[config.mk]
export PLATFORM = sky130hd
export DESIGN_NAME = accum4_seq
export DESIGN_NICKNAME = d
export VERILOG_FILES = /design/src/rtl/accum4_seq_pkg.sv /design/src/rtl/accum4_seq_radd.sv /design/src/rtl/accum4_seq.sv
export SDC_FILE = /design/constraint.sdc
export NUM_CORES = 1
export LEC_CHECK = 0
export ABC_AREA = 1
export CAP_MARGIN = 10
export CORE_MARGIN = 4
export CORE_UTILIZATION = 25
export CTS_CLUSTER_DIAMETER = 150
export DETAILED_ROUTE_END_ITERATION = 10
export RECOVER_POWER = 50
export SYNTH_ARGS = -nofsm -noshare
export SYNTH_HDL_FRONTEND = slang
export SYNTH_SLANG_ARGS = --single-unit
[constraint.sdc]
create_clock -name clk -period 5.6 [get_ports clk]
set_input_delay 0.84 -clock clk [delete_from_list [all_inputs] [get_ports clk]]
set_output_delay 0.84 -clock clk [all_outputs]
set_load 0.01 [all_outputs]
[src/rtl/accum4_seq_pkg.sv]
// Shared constants for the accumulator stage: data width common with radd
// and the FSM state encoding (code 2'd3 is unused and recovers to IDLE).
package accum4_seq_pkg;

    localparam int DATA_W = 4;

    typedef enum logic [1:0] {
        IDLE  = 2'd0,
        ACCUM = 2'd1,
        DONE  = 2'd2
    } state_t;

endpackage

[src/rtl/accum4_seq_radd.sv]
// radd: 4-bit ripple-carry adder, sum modulo 2^DATA_W, no carry-out port.
// Latency: purely combinational.
// Backpressure: none, no handshake.
module radd
    import accum4_seq_pkg::*;
(
    input  logic [DATA_W-1:0] x,
    input  logic [DATA_W-1:0] y,
    output logic [DATA_W-1:0] s
);

    logic [DATA_W:0] c;

    assign c[0] = 1'b0;

    for (genvar i = 0; i < DATA_W; i++) begin : g_fa
        assign s[i]   = x[i] ^ y[i] ^ c[i];
        assign c[i+1] = (x[i] & y[i]) | (c[i] & (x[i] ^ y[i]));
    end

    // The top bit's carry is deliberately dropped; callers detect wrap themselves.
    logic unused_carry;
    assign unused_carry = c[DATA_W];

endmodule

[src/rtl/accum4_seq.sv]
// accum4_seq: sums a batch of NUM_OPS 4-bit operands via radd, reports sum mod 16 and a sticky carry flag.
// Latency: out_valid rises on the edge accepting the last operand; batch takes >= NUM_OPS+2 cycles.
// Backpressure: in_ready only in ACCUM; the result holds in DONE until out_ready.
module accum4_seq
    import accum4_seq_pkg::*;
#(
    parameter int NUM_OPS = 4,
    parameter int CNT_W   = 4
) (
    input  logic              clk,
    input  logic              rst,
    input  logic              start,
    input  logic              in_valid,
    input  logic [DATA_W-1:0] in_data,
    output logic              in_ready,
    output logic              out_valid,
    output logic [DATA_W-1:0] out_sum,
    output logic              out_ovf,
    input  logic              out_ready,
    output logic              busy
);

    localparam logic [CNT_W-1:0] LAST_CNT = CNT_W'(NUM_OPS - 1);

    state_t            state_q, state_d;
    logic [DATA_W-1:0] acc_q, acc_d;
    logic [CNT_W-1:0]  cnt_q, cnt_d;
    logic              ovf_q, ovf_d;
    logic [DATA_W-1:0] s;
    logic              carry;

    radd u_radd (
        .x (acc_q),
        .y (in_data),
        .s (s)
    );

    // Without a carry-out, a wrapped sum is the only case where s drops below acc.
    assign carry = (s < acc_q);

    always_ff @(posedge clk or posedge rst) begin
        if (rst) begin
            state_q <= IDLE;
            acc_q   <= '0;
            cnt_q   <= '0;
            ovf_q   <= 1'b0;
        end else begin
            state_q <= state_d;
            acc_q   <= acc_d;
            cnt_q   <= cnt_d;
            ovf_q   <= ovf_d;
        end
    end

    always_comb begin
        state_d = state_q;
        acc_d   = acc_q;
        cnt_d   = cnt_q;
        ovf_d   = ovf_q;
        case (state_q)
            IDLE: begin
                if (start) begin
                    acc_d   = '0;
                    cnt_d   = '0;
                    ovf_d   = 1'b0;
                    state_d = ACCUM;
                end
            end
            ACCUM: begin
                if (in_valid) begin
                    acc_d = s;
                    ovf_d = ovf_q | carry;
                    cnt_d = cnt_q + CNT_W'(1);
                    if (cnt_q == LAST_CNT) begin
                        state_d = DONE;
                    end
                end
            end
            DONE: begin
                if (out_ready) begin
                    state_d = IDLE;
                end
            end
            default: state_d = IDLE;
        endcase
    end

    assign in_ready  = (state_q == ACCUM);
    assign out_valid = (state_q == DONE);
    assign busy      = (state_q != IDLE);
    assign out_sum   = acc_q;
    assign out_ovf   = ovf_q;

endmodule
After elaboration in Yosys (flattened, before gate mapping):

Index checks and enable logic that the tools add are counted.
Widths: inputs -> output; s select.

* flip-flop bits (word level): 11
* input port bits: 9
* output and inout bits: 8
* word-level logic and storage cells: 46

* add/sub/neg operators: 1
* order comparisons: 1
* eq/ne operators: 7
* mux-type cells: 13
* bitwise gates (word level): 15
* reduce and logical (&&, ||, !) cells: 5

Operator list (count)
* $pmux 4 s2: 2
* $mux 4: 3
* $mux 2: 4
* $xor 1x1->1: 7
* $pmux 2 s3: 1
* $and 1x1->1: 5
* $add 4x1->4 const B: 1
* $eq 4x2->1 const B: 1
* $lt 4x4->1: 1
* $ne 2x1->1 const B: 2
* $ne 2x2->1 const B: 2
* $reduce_and 4->1: 1
* $reduce_bool 2->1: 2
* $or 1x1->1: 3
* $reduce_and 3->1: 1
* $eq 2x1->1 const B: 1
* $eq 2x2->1 const B: 1
* $logic_not 2->1: 1
* $mux 1: 2
* $pmux 1 s2: 1

Logic depth before layout (Yosys ltp):

Gate-level depths: netlist of the first run.

* depth in word-level cells: 10
* mapped depth: 15
* mapped depth without buffers: 15

Hierarchy:

Synthesis of the first run repeated with hierarchy kept, for this count alone.

* cell total of the unflattened synthesis: 87
* area total of the unflattened synthesis: 735.7 µm²

Modules (own cells, without submodules)
* accum4_seq: times used 1, cells each 75, area an instance 645.6 µm²
* radd: times used 1, cells each 12, area an instance 90.1 µm²

Worst setup path before layout of the first run:

OpenSTA, ideal clock, no wires.

* path kind: input to register
* from: in in_data[0]
* to: reg ovf_q, in the netlist out_ovf
* setup time: 117 ps
* arrival time: 2561 ps
* required time: 5483 ps
* setup slack: 2921 ps
* stages: 15
* buffers on the path: 0
* cell sequence: ha_1 -> inv_1 -> fa_1 -> fa_1 -> inv_1 -> nand2_1 -> and2_1 -> ha_1 -> nand2_1 -> inv_1 -> nand2_1 -> nand2_1 -> nand2_1 -> nand3_1 -> nand2_1

* word-level cells in the longest chain between the ends: 10
* elaborated cells on any way between the ends: 13

RTL lines
* start, declared: RTL line accum4_seq.sv:14 `input logic [DATA_W-1:0] in_data,`
* $and 1x1->1 (2 in a row): RTL line accum4_seq_radd.sv:18 `assign c[i+1] = (x[i] & y[i]) | (c[i] & (x[i] ^ y[i]));`
* $or 1x1->1: RTL line accum4_seq_radd.sv:18
* $and 1x1->1: RTL line accum4_seq_radd.sv:18
* $or 1x1->1: RTL line accum4_seq_radd.sv:18
* $xor 1x1->1: RTL line accum4_seq_radd.sv:17 `assign s[i] = x[i] ^ y[i] ^ c[i];`
* $lt 4x4->1 *: RTL line accum4_seq.sv:39 `assign carry = (s < acc_q);`
* $or 1x1->1 *: RTL line accum4_seq.sv:72 `ovf_d = ovf_q | carry;`
* $mux 1 *: RTL line accum4_seq.sv:70 `if (in_valid) begin`
* $pmux 1 s2 *: RTL line accum4_seq.sv:60 `case (state_q)`
* end signal, assigned: RTL line accum4_seq.sv:51 `ovf_q <= ovf_d;`
* end, declared: RTL line accum4_seq.sv:28 `logic ovf_q, ovf_d;`

Every way passes the cells marked *; elsewhere a longest branch is shown, timed or not. The select of a mux whose other input is x is not followed.
A chain may end at the register's enable or synchronous reset.

Final worst setup path of the first run:

Ends and elaborated chain as after synthesis.

==> impl_metrics.tcl, run 1 <==
set metrics [dict create \
    vias 582 \
    start_util_pct 26.0 \
    n_antenna_cell 0 \
    cts_tree "yes" \
    synth_compound_area_share_pct 6.11 \
    syn_nets 103 \
    drv_cap 0 \
    fin_nets 124 \
    viasPerCell 4.25 \
    drive_above_1_share_pct 7.55 \
    setup_tns_ns 0 \
    dpl_cell_area_sq_um 916 \
    boundaryPins 17 \
    tightestPinTransition_ns 0.463 \
    cts_sinks 11 \
    end_kind "register" \
    min_path_type "register to register" \
    htreeDepth 1 \
    synth_seq_area_share_pct 38.4 \
    ys.warnings.count 0 \
    die_w_um 61.6 \
    globalplace.congestion 0.742 \
    die-area_sq_um 3790 \
    hpwlAfterDp_um 1190 \
    clockBufferDepth 2 \
    finalSetupViolations 0 \
    cp_slowest_cell "clkdlybuf4s50_1" \
    crit_path_cell_trace "clkdlybuf4s50_1 -> ha_1 -> inv_1 -> fa_1 -> fa_1 -> inv_1 -> nand2_1 -> and2_1 -> ha_1 -> nand2_1 -> inv_1 -> nand2_1 -> nand2_1 -> nand2_1 -> nand3_1 -> nand2_1" \
    layout_min_cycle_time_ns 3.08 \
    synth_area_sq_um 717 \
    grt_first_pass_wirelength_um 2500 \
    first_pass_iters 4 \
    outcome "complete, no violations" \
    synthAdderAreaFrac_pct 16.1 \
    cp-start-kind "input pin" \
    synth_top_family_by_area "simple AND/OR/NAND/NOR gates" \
    yosys.area_share.simple_pct 25.8 \
    finish.utilization_pct 33.6 \
    drt_iter0_markers 13 \
    slew_headroom_pct 69.1 \
    area_growth_pct 29.3 \
    reg2reg_slack_ns 3.19 \
    postRouteAntennaNets 0 \
    regArea_sq_um 275 \
    antenna_found_initial 0 \
    crit_top_cell "nand2_1" \
    grt_overflow 0 \
    cp_data_required_time_ns 5.76 \
    finClkSkew_ns 0.00194 \
    clkSlewWorstSetupHoldPaths_ns 0.07 \
    period_share_pct 55.1 \
    clkLatencyLatePin_ns 0.27 \
    fp-row-count 19 \
    syn-instance-count 86 \
    grt_max_degree 12 \
    ctsResizeCount 0 \
    synth_mux_area_share_pct 1.40 \
    p_per_area_nw_per_um2 509 \
    track_usage_pct 9.13 \
    synth_seq_cells 11 \
    synth-xor-area-share_pct 1.22 \
    cp_max_fo 2 \
    final_area_sq_um 927 \
    hold_viol 0 \
    holdBufCountCts 0 \
    arrival_ns 3.24 \
    drt-wirelength-per-cell_um 10.9 \
    worst-setup-path-type "input pin to register" \
    wl_um 1490 \
    p_leak_nw 0.476 \
    route.detailed.drc 0 \
    synthDistinctLibCells 20 \
    die_h_um 61.6 \
    syn-mean-instance-area_sq_um 8.34 \
    fin_hold_ws_ns 0.512 \
    fmax_mhz 324 \
    slew_violations 0 \
    fillers 303 \
    ir_worst_vdd_mv 0.247 \
    grt_pass1_vias 593 \
    cts_root_buf "clkbuf_4" \
    multi_input_area_sq_um 348 \
    numCtsBuffers 3 \
    coreArea_sq_um 2760 \
    post_cts_buffers 0 \
    port_buffers 16 \
    rsz0062_at_grt "no" \
    max_stage_delay_ns 0.50 \
]
[cells by family (layout without fill, tap and decap cells)]
logic type	after synthesis	in the layout
AND/OR/NAND/NOR	37	37
buffers and inverters	21	41
flip-flops	11	11
adder cells (fa/ha/maj)	8	8
AO/OA/AOI/OAI	7	7
XOR/XNOR	1	1
multiplexers	1	1
[worst max-delay path, delay by kind of cell]
kind / cells / cell delay (ns)
AND/OR/NAND/NOR: 8 / 0.49
buffers and inverters: 4 / 0.66
adder cells (fa/ha/maj): 4 / 1.24
[worst paths after layout]
kind | cells after the start | start | endpoint
min reg2reg | 2 | cnt_q[1] | cnt_q[1]
min in group asynchronous | 2 | rst | out_sum[3]
max reg2reg | 15 | out_sum[0] | out_ovf
max | 16 | in_data[0] | out_ovf
max in group asynchronous | 2 | rst | out_ovf
min | 2 | cnt_q[1] | cnt_q[1]
[power breakdown]
part           internal (mW)  leakage (nW)  switching [mW]
clock network         0.0275        0.0150          0.0279
logic                  0.131         0.322           0.145
registers              0.113         0.139          0.0268
total                  0.272         0.476           0.200
[metrics by stage]
step,worst slack [ns],power (mW),cells
6_report,2.52,0.472,137
3_3_place_gp,2.33,0.419,133
4_1_cts,2.51,0.487,137
2_1_floorplan,2.92,0.329,86
3_5_place_dp,2.24,0.431,133
5_1_grt,2.35,0.530,137
[synthesized netlist by cell type]
cell / instances / area (sq um)
nor2_1: 3 / 11.3
nand2_1: 21 / 78.8
and2_1: 1 / 6.26
inv_1: 20 / 75.1
nor4_1: 1 / 6.26
mux2i_1: 1 / 10.0
o21ai_0: 3 / 15.0
o21bai_2: 1 / 11.3
dfrtp_1: 11 / 275
ha_1: 6 / 75.1
o22ai_1: 2 / 12.5
xnor2_1: 1 / 8.76
a21oi_1: 1 / 5.00
and3_1: 1 / 6.26
fa_1: 2 / 40.0
nand3_1: 5 / 25.0
nor2_2: 1 / 6.26
inv_2: 1 / 3.75
nand2_4: 2 / 22.5
nor2_4: 2 / 22.5
[registers in the layout, indices dropped and copies added (netlist names)]
signal and count:
out_ovf 1, cnt_q 4, out_sum 4, state_q 2
[layout by cell type, fill, tap and decap left out, drive strengths merged, types with 2 or more instances in the layout]
cell type / instances
o21ai: 3
fa: 2
nor2: 6
o22ai: 2
clkdlybuf4s50: 14
nand2: 23
dlygate4sd3: 2
inv: 21
clkbuf: 4
nand3: 5
ha: 6
dfrtp: 11
[layout make-up]
| type | instances | area share [%] |
|---|---|---|
| inverters | 21 | 8.50 |
| repair buffers | 16 | 17.3 |
| multi-input cells | 54 | 37.5 |
| well taps | 31 | 4.18 |
| clock buffers | 4 | 2.83 |
| flip-flops and latches | 11 | 29.7 |
[per-layer routing]
metal | track usage, % | routed length, um | vias up | part of all wire [%]
met2 | 16.0 | 717 | 14 | 48
li1 | - | - | 300 | -
met1 | 10.1 | 654 | 266 | 44
met5 | 0 | 0 | - | 0
met4 | 5.45 | 17 | 0 | 1.1
met3 | 1.89 | 102 | 2 | 6.8
No activity file was read; power rests on OpenSTA's default activity.
==> run 2: changes to the inputs <==
Clock period 5.6 ns to 3.15 ns, I/O delays scaled along.
==> impl_metrics.tcl, run 2 (synthesized netlist as in run 1, its figures left out) <==
set metrics [dict create \
    fp-row-count 19 \
    grt_first_pass_wirelength_um 2460 \
    drv_cap 0 \
    final_cell_mix "nand2_1, inv_1, clkdlybuf4s50_1, dfrtp_1, ha_1" \
    cts_sinks 11 \
    layout_min_cycle_time_ns 2.64 \
    arrival_ns 2.86 \
    cp_max_fo 2 \
    worstReg2RegStart "out_sum[0]" \
    reg2reg_depth 13 \
    grt_max_degree 12 \
    fin_hold_ws_ns 0.511 \
    viasPerCell 4.26 \
    finClkSkew_ns 0.000839 \
    setup_tns_ns 0 \
    min_delay_path_depth 2 \
    combPwrFrac_pct 58.1 \
    coreArea_sq_um 2760 \
    min_path_type "register to register" \
    grtUsageMet1_pct 11.4 \
    die_h_um 61.6 \
    vias 583 \
    reg2reg_to "out_ovf" \
    ctsResizeCount 0 \
    grt_overflow 0 \
    grt.busiest_layer "met2" \
    track_usage_pct 9.23 \
    postRouteAntennaNets 0 \
    start_util_pct 26.0 \
    drt_iter0_markers 24 \
    whs_endpoint "cnt_q[1]" \
    grtUsageMet2_pct 13.6 \
    cts_root_buf "clkbuf_4" \
    globalplace.congestion 0.747 \
    boundaryPins 17 \
    first_pass_iters 2 \
    hold_viol 0 \
    crit_buf_inv 3 \
    reg2reg_slack_ns 0.80 \
    worst-setup-path-type "input pin to register" \
    cp_data_required_time_ns 3.37 \
    holdBufCountCts 0 \
    numCtsBuffers 3 \
    switchingPower_mw 0.364 \
    crit_path_cell_trace "clkdlybuf4s50_1 -> ha_1 -> inv_1 -> fa_1 -> fa_1 -> inv_1 -> nand2_1 -> and2_1 -> ha_1 -> a21oi_1 -> nand2_1 -> nand2_1 -> nand3_1 -> nand2_1" \
    fmax_mhz 379 \
    end_kind "register" \
    post_cts_buffers 0 \
    p_leak_nw 0.479 \
    intPower_mw 0.480 \
    area_growth_pct 29.5 \
    hpwlAfterDp_um 1230 \
    wl_um 1520 \
    cpLargestDelayFamily "adder cells" \
    crit_top_cell "nand2_1" \
    drt-wirelength-per-cell_um 11.1 \
    hp-start "cnt_q[1]" \
    slew_violations 0 \
    htreeDepth 1 \
    seqPwrFrac_pct 29.6 \
    port_buffers 16 \
    rsz0062_at_grt "no" \
    clockBufferDepth 2 \
    outcome "complete, no violations" \
    clkLatencyLatePin_ns 0.28 \
    period_share_pct 83.8 \
    cp_slowest_cell "clkdlybuf4s50_1" \
    final_common_cell "nand2_1" \
    slew_headroom_pct 68.1 \
    n_antenna_cell 0 \
    ir_worst_vdd_mv 0.456 \
    p_total_mw 0.845 \
    fin_nets 124 \
    final_area_sq_um 928 \
    finalSetupViolations 0 \
    cts_tree "yes" \
    grt_use_met3_pct 2.10 \
    tightestPinTransition_ns 0.477 \
    dpl_cell_area_sq_um 916 \
    die_w_um 61.6 \
    grt_pass1_vias 585 \
    drive_above_1_share_pct 8.49 \
    antenna_found_initial 0 \
    p_per_area_nw_per_um2 910 \
    max_stage_delay_ns 0.49 \
    cp-start-kind "input pin" \
    route.detailed.drc 0 \
    clkSlewWorstSetupHoldPaths_ns 0.08 \
    p_sw_share_pct 43.1 \
    pwr-share-clk_pct 12.3 \
    die-area_sq_um 3790 \
]
## run 2: cell type report
class,count,area [sq um]
clock inverters,1,5.00
repair buffers,16,160
inverters,21,78.8
fillers,309,1830
flip-flops and latches,11,275
multi-input cells,54,348
well taps,31,38.8
clock buffers,3,22.5
## run 2: routing by layer
| metal | routed length (um) | vias up |
|---|---|---|
| li1 | - | 300 |
| met1 | 658 | 267 |
| met2 | 736 | 12 |
| met3 | 86 | 4 |
| met4 | 36 | 0 |
| met5 | 0 | - |
## run 2: worst min-delay path, cell delays in order (launching register included)
cell and delay (ns):
dfrtp_1 0.37, nand2_1 0.06, nand2_1 0.05
## run 2: how the worst max path moves through the flow
stage / startpoint / end / slack, ns / depth (start not counted)
global route: in_data[0] / out_ovf / 0.31 / 16
detailed placement: in_data[0] / out_ovf / 0.22 / 14
floorplan: in_data[0] / out_ovf / 0.84 / 15
CTS: in_data[0] / out_ovf / 0.50 / 14
global placement: in_data[0] / out_ovf / 0.21 / 16
finish: in_data[0] / out_ovf / 0.51 / 14
## run 2: per-stage QoR
step	setup slack [ns]	utilization, %	instances
finish	0.510	33.7	137
global route	0.314	33.7	137
CTS	0.504	34.2	137
detailed placement	0.221	33.2	133
global placement	0.214	33.2	133
floorplan	0.839	-	86
## run 2: power groups by stage
| stage | clock network (mW) | logic, mW | registers (mW) |
|---|---|---|---|
| 2_1_floorplan | 0 | 0.326 | 0.259 |
| 3_3_place_gp | 0 | 0.491 | 0.250 |
| 3_5_place_dp | 0 | 0.512 | 0.254 |
| 4_1_cts | 0.106 | 0.514 | 0.252 |
| 5_1_grt | 0.112 | 0.572 | 0.260 |
| 6_report | 0.104 | 0.491 | 0.250 |
==> run 3: changes to the inputs <==
Clock period 3.15 ns to 2.3 ns, I/O delays scaled along.
==> impl_metrics.tcl, run 3 (synthesized netlist as in run 1, its figures left out) <==
set metrics [dict create \
    track_usage_pct 8.73 \
    final_cell_mix "nand2_1, inv_1, clkdlybuf4s50_1, dfrtp_1, inv_2" \
    numCtsBuffers 3 \
    period_share_pct 93.7 \
    layout_min_cycle_time_ns 2.16 \
    fin_nets 126 \
    max_stage_delay_ns 0.35 \
    final_common_cell "nand2_1" \
    fp-row-count 19 \
    area_growth_pct 37.2 \
    cts_sinks 11 \
    arrival_ns 2.32 \
    hold_viol 0 \
    first_pass_iters 4 \
    coreArea_sq_um 2760 \
    grt_max_degree 12 \
    fmax_mhz 464 \
    drt-wirelength-per-cell_um 10.9 \
    fin_hold_ws_ns 0.509 \
    hpwlAfterDp_um 1220 \
    antenna_found_initial 0 \
    drv_cap 0 \
    grt_first_pass_wirelength_um 2420 \
    finalSetupViolations 0 \
    boundaryPins 17 \
    cpLargestDelayFamily "adder cells" \
    ir_worst_vdd_mv 0.722 \
    p_leak_nw 0.492 \
    clkLatencyLatePin_ns 0.27 \
    slew_headroom_pct 69.8 \
    outcome "complete, no violations" \
    port_buffers 16 \
    drive_above_1_share_pct 21.3 \
    finClkSkew_ns 0.000742 \
    end_kind "register" \
    route.detailed.drc 0 \
    drt_iter0_markers 12 \
    cp-start-kind "register" \
    clockBufferDepth 2 \
    n_antenna_cell 0 \
    start_util_pct 26.0 \
    holdBufCountCts 0 \
    cp_max_fo 2 \
    postRouteAntennaNets 0 \
    cp_slowest_cell "dfrtp_1" \
    tightestPinTransition_ns 0.453 \
    crit_path_cell_trace "ha_2 -> inv_2 -> fa_2 -> fa_2 -> inv_2 -> nand2_2 -> and2_4 -> ha_4 -> nand2_2 -> inv_2 -> nand2_1 -> nand2_1 -> nand2_1 -> nand3_1 -> nand2_1" \
    die_w_um 61.6 \
    cts_root_buf "clkbuf_4" \
    p_per_area_nw_per_um2 1310 \
    clkSlewWorstSetupHoldPaths_ns 0.07 \
    fin_ws_ns 0.145 \
    grt_pass1_vias 596 \
    preCtsSetupSlack_ns -0.502 \
    post_cts_buffers 0 \
    die_h_um 61.6 \
    cts_tree "yes" \
    worst-setup-path-type "register to register" \
    wl_um 1510 \
    htreeDepth 1 \
    setup_tns_ns 0 \
    slew_violations 0 \
    cp_data_required_time_ns 2.47 \
    vias 621 \
    crit_top_cell "nand2_1" \
    grt_overflow 0 \
    viasPerCell 4.47 \
    crit_buf_inv 3 \
    die-area_sq_um 3790 \
    min_path_type "input pin to asynchronous set/reset pin" \
    globalplace.congestion 0.767 \
]
-- run 3: cell count changes in the layout (fill, tap and decap cells not counted), moves of 3 or more --
| cell | before | now |
|---|---|---|
| ha_1 | 6 | 3 |
| inv_2 | 1 | 6 |
| inv_1 | 20 | 15 |
| nand2_1 | 23 | 20 |
-- run 3: path summary, 6_finish.rpt --
check | start | end | slack, ns | cells after the start
max reg2reg | out_sum[0] | out_ovf | 0.14 | 15
max | out_sum[0] | out_ovf | 0.14 | 15
min | rst | out_sum[1] | 0.51 | 2
max in group asynchronous | rst | out_sum[2] | 1.48 | 2
min reg2reg | cnt_q[1] | cnt_q[1] | 0.51 | 2
min in group clk | cnt_q[1] | cnt_q[1] | 0.51 | 2
-- run 3: through the flow --
| step | instances | util (%) | area, sq um | power [mW] |
|---|---|---|---|---|
| after floorplan | 86 | - | 717 | 0.801 |
| after global placement | 135 | 33.8 | 931 | 1.05 |
| after detailed placement | 135 | 33.8 | 931 | 1.07 |
| after CTS | 139 | 34.8 | 961 | 1.22 |
| after global routing | 139 | 35.7 | 983 | 1.42 |
| final | 139 | 35.7 | 983 | 1.28 |
-- run 3: repair_timing --
item / CTS / global route
setup endpoints to repair: 1 / 1
pin swaps: 3 / 7
resized for setup: 3 / 12
-- run 3: area by class of cell --
class	count	area, sq um
multi-input combinational	54	388
tap	31	38.8
clock buffer	4	26.3
fill	291	1770
sequential	11	275
timing repair buffer	18	176
inverter	21	78.8
-- run 3: layer usage --
| metal | routed length (um) | GRT usage, % | vias up |
|---|---|---|---|
| met3 | 90 | 1.89 | 5 |
| met2 | 759 | 15.4 | 13 |
| met1 | 634 | 9.73 | 298 |
| met5 | 0 | 0 | - |
| met4 | 28 | 4.55 | 0 |
| li1 | - | - | 305 |
-- run 3: report_power, final --
group          internal [mW]  switching [mW]  total [mW]
Combinational          0.403           0.408       0.811
Sequential             0.276          0.0599       0.336
Clock                 0.0672          0.0696       0.137
Total                  0.746           0.538        1.28
-- run 3: worst reg2reg max path: stages, from the launching register on --
cell	delay, ns
dfrtp_1	0.35
ha_2	0.17
inv_2	0.04
fa_2	0.33
fa_2	0.35
inv_2	0.06
nand2_2	0.04
and2_4	0.14
ha_4	0.26
nand2_2	0.04
inv_2	0.03
nand2_1	0.04
nand2_1	0.05
nand2_1	0.04
nand3_1	0.06
nand2_1	0.05
